## src/rtl/alu_muldiv.sv

```systemverilog
// alu_muldiv -- iterative radix-2 multiply/divide unit (RV32M operation set).
//
// Executes MUL, MULH, MULHSU, MULHU, DIV, DIVU, REM and REMU one bit per
// cycle on operand magnitudes, then applies the sign fix-up in the last cycle.
// An operation accepted at clock edge N presents its result after edge N+XLEN.
//
// Optional feature macro: MULDIV_EARLY_OUT_EN
//   When defined, b==0, a==0 or the signed-overflow divide case finish with
//   latency 1 instead of XLEN. When undefined, every op takes XLEN cycles.
//
// Ports:
//   clk        in   rising-edge clock
//   reset      in   synchronous, active-high reset
//   in_valid   in   op/a/b are valid
//   in_ready   out  unit is idle and can accept an operation
//   op         in   funct3 (0 MUL,1 MULH,2 MULHSU,3 MULHU,4 DIV,5 DIVU,6 REM,7 REMU)
//   a, b       in   rs1 / rs2 operands
//   out_valid  out  result valid, held until out_ready
//   out_ready  in   consumer takes the result
//   result     out  operation result
//   busy       out  high while calculating or holding a result (EX stall)
module alu_muldiv #(
  parameter int XLEN  = 32,
  parameter int CNT_W = 6
) (
  input  logic            clk,
  input  logic            reset,
  input  logic            in_valid,
  output logic            in_ready,
  input  logic [2:0]      op,
  input  logic [XLEN-1:0] a,
  input  logic [XLEN-1:0] b,
  output logic            out_valid,
  input  logic            out_ready,
  output logic [XLEN-1:0] result,
  output logic            busy
);

  typedef enum logic [1:0] {
    S_IDLE = 2'd0,
    S_CALC = 2'd1,
    S_DONE = 2'd2
  } state_t;

  localparam logic [CNT_W-1:0] CNT_ONE  = {{(CNT_W-1){1'b0}}, 1'b1};
  localparam logic [XLEN-1:0]  ZERO_X   = {XLEN{1'b0}};
  localparam logic [XLEN-1:0]  ONES_X   = {XLEN{1'b1}};

  state_t              state_q;
  logic [2:0]          op_q;
  logic                neg_q;
  logic                dz_q;
  logic                early_q;
  logic [CNT_W-1:0]    cnt_q;
  // mul: {high partial product, remaining multiplier bits}
  // div: {partial remainder, dividend bits shifting into quotient}
  logic [2*XLEN-1:0]   acc_q;
  // Multiplicand/divisor magnitude, or the precomputed early-out result.
  logic [XLEN-1:0]     opb_q;
  logic [XLEN-1:0]     result_q;
  logic                out_valid_q;

  logic                a_sgn_d, b_sgn_d, sa_d, sb_d, neg_d;
  logic [XLEN-1:0]     abs_a_d, abs_b_d;
  logic                early_d;
  logic [XLEN-1:0]     early_res_d;
  logic [XLEN:0]       sum_d, shifted_d;
  logic [XLEN-1:0]     diff_d;
  logic                ge_d;
  logic [2*XLEN-1:0]   step_d, prod_d;
  logic [XLEN-1:0]     quo_d, rem_d, final_d;

  assign in_ready  = (state_q == S_IDLE);
  assign busy      = (state_q != S_IDLE);
  assign out_valid = out_valid_q;
  assign result    = result_q;

  // Operand decode: signedness, magnitudes and sign of the final result.
  always_comb begin
    a_sgn_d = 1'b0;
    b_sgn_d = 1'b0;
    case (op)
      3'd1, 3'd4, 3'd6: begin a_sgn_d = 1'b1; b_sgn_d = 1'b1; end
      3'd2:             begin a_sgn_d = 1'b1; b_sgn_d = 1'b0; end
      default:          begin a_sgn_d = 1'b0; b_sgn_d = 1'b0; end
    endcase
    sa_d    = a_sgn_d & a[XLEN-1];
    sb_d    = b_sgn_d & b[XLEN-1];
    abs_a_d = sa_d ? -a : a;
    abs_b_d = sb_d ? -b : b;
    // Remainder takes the dividend's sign; everything else takes sa^sb.
    neg_d   = (op[2] & op[1]) ? sa_d : (sa_d ^ sb_d);
  end

`ifdef MULDIV_EARLY_OUT_EN
  // Trivial operations whose result is known at accept time.
  always_comb begin
    logic ovf;
    ovf = ((op == 3'd4) || (op == 3'd6)) &&
          (a == {1'b1, {(XLEN-1){1'b0}}}) && (b == ONES_X);
    early_d     = (b == ZERO_X) || (a == ZERO_X) || ovf;
    early_res_d = ZERO_X;
    case (op)
      3'd4, 3'd5: early_res_d = (b == ZERO_X) ? ONES_X : (ovf ? a : ZERO_X);
      3'd6, 3'd7: early_res_d = (b == ZERO_X) ? a : ZERO_X;
      default:    early_res_d = ZERO_X;
    endcase
  end
`else
  // Early-out disabled: every op runs the full iteration count.
  always_comb begin
    early_d     = 1'b0;
    early_res_d = ZERO_X;
  end
`endif

  // One radix-2 iteration plus the sign fix-up / result select of the last one.
  always_comb begin
    // Shift-add: add multiplicand into the high half when the multiplier LSB is set.
    sum_d     = {1'b0, acc_q[2*XLEN-1:XLEN]} + (acc_q[0] ? {1'b0, opb_q} : {(XLEN+1){1'b0}});
    // Restoring division: bring in the next dividend bit and trial-subtract.
    shifted_d = {acc_q[2*XLEN-1:XLEN], acc_q[XLEN-1]};
    ge_d      = (shifted_d >= {1'b0, opb_q});
    diff_d    = shifted_d[XLEN-1:0] - opb_q;
    if (op_q[2]) begin
      step_d = ge_d ? {diff_d, acc_q[XLEN-2:0], 1'b1}
                    : {shifted_d[XLEN-1:0], acc_q[XLEN-2:0], 1'b0};
    end else begin
      step_d = {sum_d, acc_q[XLEN-1:1]};
    end
    prod_d = neg_q ? -step_d : step_d;
    quo_d  = step_d[XLEN-1:0];
    rem_d  = step_d[2*XLEN-1:XLEN];
    final_d = ZERO_X;
    case (op_q)
      3'd0:             final_d = prod_d[XLEN-1:0];
      3'd1, 3'd2, 3'd3: final_d = prod_d[2*XLEN-1:XLEN];
      // Divide by zero must yield all-ones regardless of the dividend sign.
      3'd4, 3'd5:       final_d = dz_q ? ONES_X : (neg_q ? -quo_d : quo_d);
      3'd6, 3'd7:       final_d = neg_q ? -rem_d : rem_d;
      default:          final_d = ZERO_X;
    endcase
  end

  // Control FSM and datapath registers.
  always_ff @(posedge clk) begin
    if (reset) begin
      state_q     <= S_IDLE;
      op_q        <= 3'd0;
      neg_q       <= 1'b0;
      dz_q        <= 1'b0;
      early_q     <= 1'b0;
      cnt_q       <= {CNT_W{1'b0}};
      acc_q       <= {(2*XLEN){1'b0}};
      opb_q       <= ZERO_X;
      result_q    <= ZERO_X;
      out_valid_q <= 1'b0;
    end else begin
      case (state_q)
        S_IDLE: begin
          if (in_valid) begin
            op_q    <= op;
            neg_q   <= neg_d;
            dz_q    <= (b == ZERO_X);
            early_q <= early_d;
            acc_q   <= {ZERO_X, abs_a_d};
            // Early-out parks its answer in opb_q and finishes after one CALC cycle.
            opb_q   <= early_d ? early_res_d : abs_b_d;
            cnt_q   <= early_d ? CNT_ONE : CNT_W'(XLEN);
            state_q <= S_CALC;
          end else begin
            state_q <= S_IDLE;
          end
        end
        S_CALC: begin
          acc_q <= step_d;
          cnt_q <= cnt_q - CNT_ONE;
          if (cnt_q == CNT_ONE) begin
            result_q    <= early_q ? opb_q : final_d;
            out_valid_q <= 1'b1;
            state_q     <= S_DONE;
          end else begin
            state_q <= S_CALC;
          end
        end
        S_DONE: begin
          if (out_ready) begin
            out_valid_q <= 1'b0;
            state_q     <= S_IDLE;
          end else begin
            state_q <= S_DONE;
          end
        end
        default: begin
          out_valid_q <= 1'b0;
          state_q     <= S_IDLE;
        end
      endcase
    end
  end

endmodule

```

## config.mk

```make
export PLATFORM = sky130hd
export DESIGN_NAME = alu_muldiv
export DESIGN_NICKNAME = d
export VERILOG_FILES = /design/src/rtl/alu_muldiv.sv
export SDC_FILE = /design/constraint.sdc
export NUM_CORES = 1
export LEC_CHECK = 0
export ABC_AREA = 1
export CAP_MARGIN = 20
export CORE_AREA = 2 2 226 172
export DETAILED_ROUTE_END_ITERATION = 7
export DIE_AREA = 0 0 228 174
export SYNTH_ARGS = -nofsm -noshare
export SYNTH_HDL_FRONTEND = slang
export SYNTH_SLANG_ARGS = --single-unit
```

## constraint.sdc

```tcl
create_clock -name clk -period 4.9 [get_ports clk]
set_clock_uncertainty 0.2 [all_clocks]
set_input_delay 0.98 -clock clk [delete_from_list [all_inputs] [get_ports clk]]
set_output_delay 0.98 -clock clk [all_outputs]
set_load 0.05 [all_outputs]
```

==> out/summary.md <==
The setup path with the least slack is of type flop to flop. The switching power as a share of total power was 45.6%. Measured against its own limit, the worst slew margin works out to 27.4%. The area of the core region is 0.0377 sq mm.

In this run, post-CTS hold repair placed 0 buffers. Sorting the synthesized cells by area gives the leading types as nand2_1 (21%), dfxtp_1 (17%), inv_1 (9.6%), a21oi_1 (5.7%), nor2_1 (5.7%). The final estimated routing congestion in global placement was 1.03; the quantity of I/O buffers inserted on ports was 105. The total power consumption of the routed design was 0.00477 W; the max-cap violation count was 0.

The synthesized design contains 0 enable-type register cells. Setup slack on the critical path of the routed design comes to 0.267 ns. The slowest stage cell on the critical path is o21ai_0. Counting I/O delays and the setup requirement, the final critical path takes 4.63 ns.

The standby leakage power is 9.66 nW, and the overflow left after global routing is 0. The met3 track utilization from global routing is 10.4%. The layer flagged by global routing as most heavily used is met1. The transition at the pin with the smallest max-transition slack is 1.09 ns.

After synthesis, the netlist uses 62 different library cells. The H-tree was split into 4 levels. The final net count is 3,155, and the overall fraction of global-route tracks in use is 34.9%. The die covers 0.0397 sq mm.

Entering global routing, the biggest net connects 79 pins. For this run, design rule violations remaining after detail routing come to 0. After detailed routing, the number of vias per cell comes to 5.53. The first global-routing pass estimated 106 mm of wire. STA classifies the critical path startpoint as a flop. The worst hold margin is 0.264 ns. The clock network accounts for 27.7% of the total power. The run gives 0 ns as the final setup TNS. After detailed routing, the average wire length per cell comes to 19.9 um.

The number of buffers created by CTS is 17. The final-report hold violation count was 0. The effective utilization at floorplan is 44.2%.

In the synthesized netlist the async set-or-reset flop fraction comes to 0%. The later pin in the worst-skew pair is clocked with a latency of 0.47 ns. The largest single stage delay on the critical path is 0.72 ns. Among all flip-flop cells after synthesis, the most frequent one is dfxtp_1.

Cells with a size suffix above 1 make up 8.89% of the layout. The average instance in the mapped netlist occupies 5.68 sq um. The setup-violating endpoint count in the final report is 0, and the clock transition time at the flip-flop clock pins of the worst setup and hold paths is 0.07 ns. Sequential cells account for 27.3% of the total power.

The largest total area in the synthesized netlist belongs to nand2_1. The synthesized area was 0.0167 sq mm. Summed over all layers, the routed wires come to 70.4 mm. The Yosys step of the flow raised 0 warnings. The standard-cell row count was 62; the maximum clock insertion buffer count was 2.

The initial antenna violation count was 1; the die span in x was 228 um. The first detailed-routing pass took 6 iterations. Biggest fanout along the worst timing path: 6.

STA classifies the critical path endpoint as a flop. Walking the worst path, the cells encountered are nand2_1 > inv_1 > ha_1 > fa_1 > nand2_1 > nand2_1 > nand3b_1 > nand2_1 > nand2_1 > nand2_1 > o21ai_0 > nand3_4 > nor2_4 > nand2_2 > nor2_2 > nand3_1 > nand3_1 > nand2_1 > nand2_1 > nand2_1 > o21bai_1 > a21oi_1. Combinational cells account for 45.0% of the total power. Counting every instance in the synthesized netlist gives 2,929.

In the global route stage, met2 resource usage came out at 45.6%. Among the stages of the critical path, the cell type that occurs most often is nand2_1. The register bit count reported by yosys is 142. The top cell type by area accounts for 21.1% of the synthesized area. The number of antenna diodes in the final layout is 0. For this design, the sink count on the clock tree is 142. The worst hold path belongs to the class flop to flop. TritonCTS built the clock tree. For the arrival time at the worst endpoint, the log shows 4.75 ns. In this run the vertical extent of the chip is 174 um. The sequential cell area fraction in the yosys report was 17.1%; the met1 layer usage reported by global route was 54.6%.

Clock root buffer master: clkbuf_16. In this run the power spent charging and discharging nets is 0.00217 W. During I/O placement, the number of pins put on the boundary was 106. For this block, the initial DRC count from the detailed router was 2,337. The net count of the mapped netlist was 3,072; the number of fillers in the final layout was 4,112. Detailed-route via count: 19,500. Buffers added to address setup during post-CTS repair amount to 0. The highest clock frequency the design can meet was 216 MHz; the worst slack at placement was 0.394 ns.

Detailed placement ended at an HPWL of 56.3 mm. The number of global-route vias before repair came out at 17,500. The max-slew violation total from the final report is 0. Relative to the synthesized area, the layout overhead comes to 13.3%.

IR analysis of the VDD net gives a maximum drop of 0.000268 V. After layout, the worst path uses 94.6% of the clock period. The run finished with clean final reports. Setup repair after global routing left no endpoint under its margin. The internal power was 0.00259 W. The required time of the critical path came out at 5.02 ns.

The total power per unit cell area was 253 mW/mm^2; the remaining number of nets flagged by the antenna check after routing was 0.
-- cells by family after synthesis --
family | count (synthesis) | synth area share [%]
AND/OR/NAND/NOR | 1633 | 44.6
buffers and inverters | 543 | 13.0
AO/OA/AOI/OAI | 446 | 14.9
flip-flops | 142 | 17.1
XOR/XNOR | 90 | 4.73
adder cells (fa/ha/maj) | 72 | 5.50
multiplexers | 3 | 0.180
-- placed cells by master, fill, tap and decap left out, drive strengths merged, types with 7 or more instances in the layout --
cell and instances:
nand3b 16, xor2 60, or2 14, clkinv 8, o21bai 7, nor4 8
a31oi 35, a21oi 199, nor3 34, o221ai 7, nand4 64, clkdlybuf4s50 104
nor2 297, clkbuf 20, o211ai 14, nand2 971, nand3 222, o21ai 162
o31ai 7, dfxtp 142, buf 58, xnor2 30, ha 70, inv 443
-- Yosys cell counts (7+ instances only) --
master,count
o211ai_1,14
nand2_2,28
buf_2,19
o221ai_1,7
nand4_1,60
a31oi_1,35
nand3_2,31
nor2_1,254
xor2_1,60
or2_2,12
a21oi_1,191
o21ai_1,20
nor2_4,13
buf_1,14
inv_2,15
dfxtp_1,142
nor2_2,29
buf_6,11
nor3_1,30
a21oi_2,7
inv_1,424
nand3b_1,16
ha_1,70
xnor2_1,30
o21bai_1,7
nand3_4,11
nand2_1,936
o21ai_0,137
o31ai_1,7
nand3_1,180
nor4_1,8
clkbuf_1,51
-- metrics by stage --
| step | std cells | utilization (%) | area (sq um) |
|---|---|---|---|
| floorplan | 2929 | - | 16700 |
| global placement | 3505 | 48.6 | 18300 |
| detailed placement | 3505 | 48.6 | 18300 |
| CTS | 3537 | 50.0 | 18900 |
| global route | 3537 | 50.1 | 18900 |
| finish | 3537 | 50.1 | 18900 |
-- metal layers --
layer | vias up | wire length [um]
met2 | 1001 | 25500
met3 | 76 | 9170
li1 | 9532 | -
met5 | - | 0
met1 | 8937 | 34600
met4 | 0 | 1070
-- timing repair --
item / in CTS / in global routing
endpoints found under the setup margin: 0 / 8
hold endpoints to repair: 0 / 0
resized for setup: 0 / 4
-- state kept, by name, indices dropped and copies added (netlist names) --
name / count
acc_q: 64
op_q: 3
result: 32
cnt_q: 6
opb_q: 32
neg_q: 1
state_q: 2
out_valid: 1
dz_q: 1
-- power by group through the flow --
stage	logic, W	registers [W]	clock network, W
after floorplan	0.00142	0.00131	0
after global placement	0.00207	0.00132	0
after detailed placement	0.00207	0.00132	0
after CTS	0.00208	0.00130	0.00134
after global routing	0.00234	0.00131	0.00138
final	0.00215	0.00130	0.00132
-- worst paths after layout --
| path | start | end | slack [ns] | cells after the start |
|---|---|---|---|---|
| worst max-delay path | acc_q[0] | result[17] | 0.27 | 22 |
| worst min-delay path | result[21] | result[21] | 0.26 | 2 |
| worst max register to register | acc_q[0] | result[17] | 0.27 | 22 |
| worst min register to register | result[21] | result[21] | 0.26 | 2 |
-- cell type report --
cell class / count / area (sq um) / area share [%]
Multi-Input combinational cell: 2244 / 11700 / 61.8
Sequential cell: 142 / 2850 / 15.1
Inverter: 445 / 1670 / 8.86
Timing Repair Buffer: 162 / 1490 / 7.89
Tap cell: 512 / 641 / 3.39
Clock buffer: 20 / 447 / 2.37
Clock inverter: 12 / 113 / 0.597
-- worst max-delay path: cells and delay by family, from the launching register on --
family / cells / cell delay (ns)
AND/OR/NAND/NOR: 16 / 2.04
AO/OA/AOI/OAI: 3 / 1.10
adder cells (fa/ha/maj): 2 / 0.73
flip-flops: 1 / 0.37
buffers and inverters: 1 / 0.04
Power figures use the tool's default switching activity.
==> RTL edit 1 (config.mk and constraints unchanged) <==
Reset style: asynchronous (`reset`), changed in one clocked block. Comments in the files are not updated.
--- a/src/rtl/alu_muldiv.sv
+++ b/src/rtl/alu_muldiv.sv
@@ -143,7 +143,7 @@
   end
 
   // Control FSM and datapath registers.
-  always_ff @(posedge clk) begin
+  always_ff @(posedge clk or posedge reset) begin
     if (reset) begin
       state_q     <= S_IDLE;
       op_q        <= 3'd0;
Formal check against the unedited RTL: differs if reset is asserted again (counterexample within 4 cycles, from zero or initial values and one cycle with reset high); with reset held inactive, the same outputs for 10 cycles.
==> RTL edit 1 against the original RTL <==
  * Design area up 1.7%
  * Routed wire length up 3.8%
  * Area after synthesis fell by 1.8%
  * First-iteration DRC count fell by 0.94%
  * Sequential share of layout area rose by 3.4 points
  * Setup slack worse by 0.0080 ns
  * Sequential cell count unchanged
  * Critical path type unchanged
  * Highest routed layer is now met5
Power is not shown: default switching activity piles up to over one toggle a cycle in this logic, so the estimate is an artifact.
==> RTL edit 1: results (changes against the original RTL) <==
- Status: complete, no violations
- Number of buffers other than clock buffers in the final layout: 220 (+36%)
- Worst Setup SP: acc_q[0]$_DFFE_PP0P_
* Part of the Yosys area used for sequential elements: 21.7% (+4.7 points)
- The routed length per placed instance came to 21.3 um (+7.0%).
* Number of inserted filler cells in the final layout: 4,060 (-1.3%)
- The number of multi-input logic gates came to 2,115 (-5.7%).
- The share of final-layout standard cells stronger than drive strength 1 came to 9.69% (+0.80 points).
* Worst min path class: reg2reg
- The largest net degree at the start of global routing is 88 (+11%).
- The arrival time reported for the critical path endpoint was 4.79 ns (+0.04 ns).
- The final HPWL from detailed placement is 59.3 mm (+5.4%).
- Clock network share of area: 3.01% (+0.042 points)
- Global-route wire length before repair: 110 mm (+3.7%)
* Crit path max-delay cell type: dfrtp_2
- Gr usage total: 36.6% (+1.7 points)
- The layout inverter count without the clock tree was 411 (-7.6%).
- The number of global-route vias before repair is 17,700 (+1.2%).
* CLK BUF: 22 (+10%)
- Final Wtd Congestion: 1.10 (+6.3%)
- Multi-input gate share of total cell area: 56.8% (-5.0 points)
- By count the netlist is led by nand2_1, inv_1, nor2_1, nand3_1, o21ai_0.
- Crit path max fanout: 19 (+13)
* CTS root buffer: clkbuf_16
- HP Start: result[26]$_DFFE_PP0P_
- Peak per-stage delay on the critical path: 0.56 ns (-0.16 ns)
- The count of routing violations after the opening detailed-route iteration came to 2,315 (-0.94%).
- Count of different cell masters after synthesis: 49 (-21%)
- The max-slew headroom at the worst pin was 23.0% (-4.4 points).
- Synth Net Count: 2,894 (-5.8%)
- The fraction of cell area in non-clock buffers was 10.3% (+2.4 points).
* Total Nets Final: 3,050 (-3.3%)
- Asr flop ratio synth: 100% (+100 points)
* Leading cell types by total area after synthesis: dfrtp_1, nand2_1, inv_1, nand3_1, o21ai_0
* Sequential fraction of total cell area: 18.6% (+3.4 points)
-- RTL edit 1: cells by family after synthesis --
kind of cell	count (synthesis)	share of synthesized area, %
DFF	142	21.7
adders and majority gates	72	5.60
xor gates and xnor gates	94	5.04
buffers and inverters	494	11.9
muxes	2	0.122
AOI/OAI and AO/OA	406	13.9
and+or+nand+nor	1541	41.7
-- RTL edit 1: layer usage --
layer | GRT usage, % | share of wire (%) | up-vias
li1 | - | - | 9173
met1 | 54.8 | 46 | 9177
met2 | 48.9 | 38 | 1015
met3 | 12.9 | 13 | 100
met4 | 9.10 | 2.2 | 2
met5 | 0 | 0.012 | -
-- RTL edit 1: worst paths after layout --
path                                     endpoint  slack, ns  cells past startpoint
max                        result[25]$_DFFE_PP0P_       0.26                     25
min                        result[26]$_DFFE_PP0P_       0.28                      2
max reg2reg                result[25]$_DFFE_PP0P_       0.26                     25
min reg2reg                result[26]$_DFFE_PP0P_       0.28                      2
max in group asynchronous   acc_q[59]$_DFFE_PP0P_       2.75                      3
min in group asynchronous  result[20]$_DFFE_PP0P_       0.78                      2
-- RTL edit 1: through the flow --
step / setup WS [ns] / hold slack, ns / instance area [um2] / cells / utilization, %
after floorplan: 1.08 / 0.250 / 16300 / 2751 / -
after global placement: 0.243 / 0.266 / 18500 / 3399 / 49.2
after detailed placement: 0.231 / 0.269 / 18500 / 3399 / 49.2
after CTS: 0.284 / 0.285 / 19100 / 3431 / 50.7
after global routing: 0.0250 / 0.306 / 19200 / 3432 / 50.9
final: 0.259 / 0.282 / 19200 / 3432 / 50.9
==> RTL edit 2 (same flow settings) <==
Made on the original files. The parameter `CNT_W` goes from 6 to 3.
--- a/src/rtl/alu_muldiv.sv
+++ b/src/rtl/alu_muldiv.sv
@@ -21,7 +21,7 @@
 //   busy       out  high while calculating or holding a result (EX stall)
 module alu_muldiv #(
   parameter int XLEN  = 32,
-  parameter int CNT_W = 6
+  parameter int CNT_W = 3
 ) (
   input  logic            clk,
   input  logic            reset,
Formal check against the unedited RTL: not equivalent (a bounded check fails within 10 cycles, from zero or initial values and one cycle with reset high).
==> RTL edit 2 against the original RTL <==
  * Setup slack gained 0.20 ns
  * Routed wire length decreased by 1.5%
  * Design area down 1.1%
  * Area after synthesis shrank 1.7%
  * Sequential share of layout area is 0.17 points lower
  * Sequential cell count is 3 lower
  * Total power increased by 1.6%
  * Global-route usage decreased by 0.52 points
  * Critical path type unchanged
  * Critical endpoint is now result[28]$_SDFFE_PP0P_
==> RTL edit 2: results (changes against the original RTL) <==
* Share of layout cells above drive strength 1: 7.95% (-0.94 points)
- Count of different cell masters after synthesis: 61 (-1.6%)
* Worst Setup SP: opb_q[30]$_SDFFE_PP0P_
* Global-route wire length before repair: 105 mm (-1.1%)
* Pre-CTS setup slack: 0.553 ns (+0.159 ns)
* Worst R2R Path Depth: 29 (+32%)
- The number of antenna violations at the first check in global routing came to 0 (-1).
- Worst vdd ir: 248 uV (-7.5%)
* Peak per-stage delay on the critical path: 0.43 ns (-0.29 ns)
- The total track usage is 34.4% (-0.52 points).
* Iteration-0 DRC count of the detailed router: 2,608 (+12%)
- The minimum setup slack in the final design came to 0.463 ns (+0.196 ns).
- The final HPWL from detailed placement is 56.2 mm (about the same).
- For this design, the slowest cell found on the critical path is dfxtp_1.
- Clock input transition at the sequential cells of the worst setup and hold paths: 0.08 ns
- The reported leakage power came to 9.74 nW (+0.83%).
- The number of global-route vias before repair is 17,400 (-0.36%).
* Leading cell types by count after synthesis: nand2_1, inv_1, nor2_1, nand3_1, a21oi_1
- The via total after detailed routing was 19,600 (+0.38%).
* Status: complete, no violations
* Part of the Yosys area used for sequential elements: 17.0% (-0.064 points)
- The routed length per placed instance is 19.6 um (-1.2%).
- Ranked by total cell area, the synthesized netlist is headed by nand2_1, dfxtp_1, inv_1, nand3_1, nor2_1.
- Synth Net Count: 3,056 (-0.52%)
* Worst min path class: reg2reg
- The H-tree depth came to 4 (unchanged).
- The largest net degree at the start of global routing came to 68 (-14%).
- The total placed instance area came to 18,100 um2 (-1.2%).
- Worst setup endpoint: result[28]$_SDFFE_PP0P_
RTL edit 2: changes by cell type after synthesis, moves of 5 or more:
cell and delta:
inv_1 -13, nand4_1 -14, nand2_2 -5, nor2_2 -10
o21ai_2 +7, o21ai_1 -10, o21ai_0 +11, nor2_1 +10
nand3_2 -17, nand3_1 +39, o31ai_1 -5
RTL edit 2: layer usage:
layer	GRT usage (%)	up-vias	wire length (um)
met2	44.2	1006	25000
li1	-	9504	-
met1	55.9	9043	35300
met5	0	-	0
met3	7.45	68	7890
met4	7.54	0	1130
RTL edit 2: repair_timing:
| action | in CTS | in global routing |
|---|---|---|
| endpoints found under the setup margin | 0 | 1 |
| resized for setup | 0 | 2 |
| endpoints found under the hold margin | 0 | 0 |
RTL edit 2: power breakdown:
group	leakage, nW	switching [mW]	internal, mW
logic	8.33	1.54	0.675
clock network	0.270	0.628	0.708
registers	1.14	0.0848	1.21
RTL edit 2: how the worst min path moves through the flow:
| stage | start | end | slack, ns | cells past startpoint |
|---|---|---|---|---|
| finish | result[27]$_SDFFE_PP0P_ | result[27]$_SDFFE_PP0P_ | 0.26 | 2 |
| detailed placement | result[27]$_SDFFE_PP0P_ | result[27]$_SDFFE_PP0P_ | 0.26 | 2 |
| global placement | cnt_q[1]$_SDFFE_PP0P_ | cnt_q[1]$_SDFFE_PP0P_ | 0.25 | 2 |
| floorplan | cnt_q[1]$_SDFFE_PP0P_ | cnt_q[1]$_SDFFE_PP0P_ | 0.24 | 2 |
| global route | result[27]$_SDFFE_PP0P_ | result[27]$_SDFFE_PP0P_ | 0.28 | 2 |
| CTS | result[27]$_SDFFE_PP0P_ | result[27]$_SDFFE_PP0P_ | 0.27 | 2 |
RTL edit 2: area by class of cell:
type,count,area (um2)
clock inverters,14,135
well taps,512,641
repair buffers,168,1550
fillers,4170,19000
multi-input cells,2245,11500
clock buffers,18,429
inverters,433,1630
flip-flops and latches,139,2790
RTL edit 2: worst max-delay path, delay by kind of cell, from the launching register on:
kind                     cells  cell delay, ns
buffers and inverters        3            0.41
flip-flops                   1            0.43
adder cells (fa/ha/maj)      2            0.62
AND/OR/NAND/NOR             19            1.88
AO/OA/AOI/OAI                5            0.71
RTL edit 2: kinds of logic (layout without fill, tap and decap cells):
kind of cell	after synthesis	after routing	synth area share, %
AND/OR/NAND/NOR	1629	1629	44.1
buffers and inverters	529	633	13.0
AO/OA/AOI/OAI	448	448	15.1
flip-flops	139	139	17.0
XOR/XNOR	92	92	4.93
adder cells (fa/ha/maj)	72	72	5.60
multiplexers	4	4	0.245
RTL edit 2: through the flow:
stage	util [%]	instances
floorplan	-	2913
global placement	47.9	3496
detailed placement	48.0	3497
CTS	49.5	3529
global route	49.5	3529
finish	49.5	3529
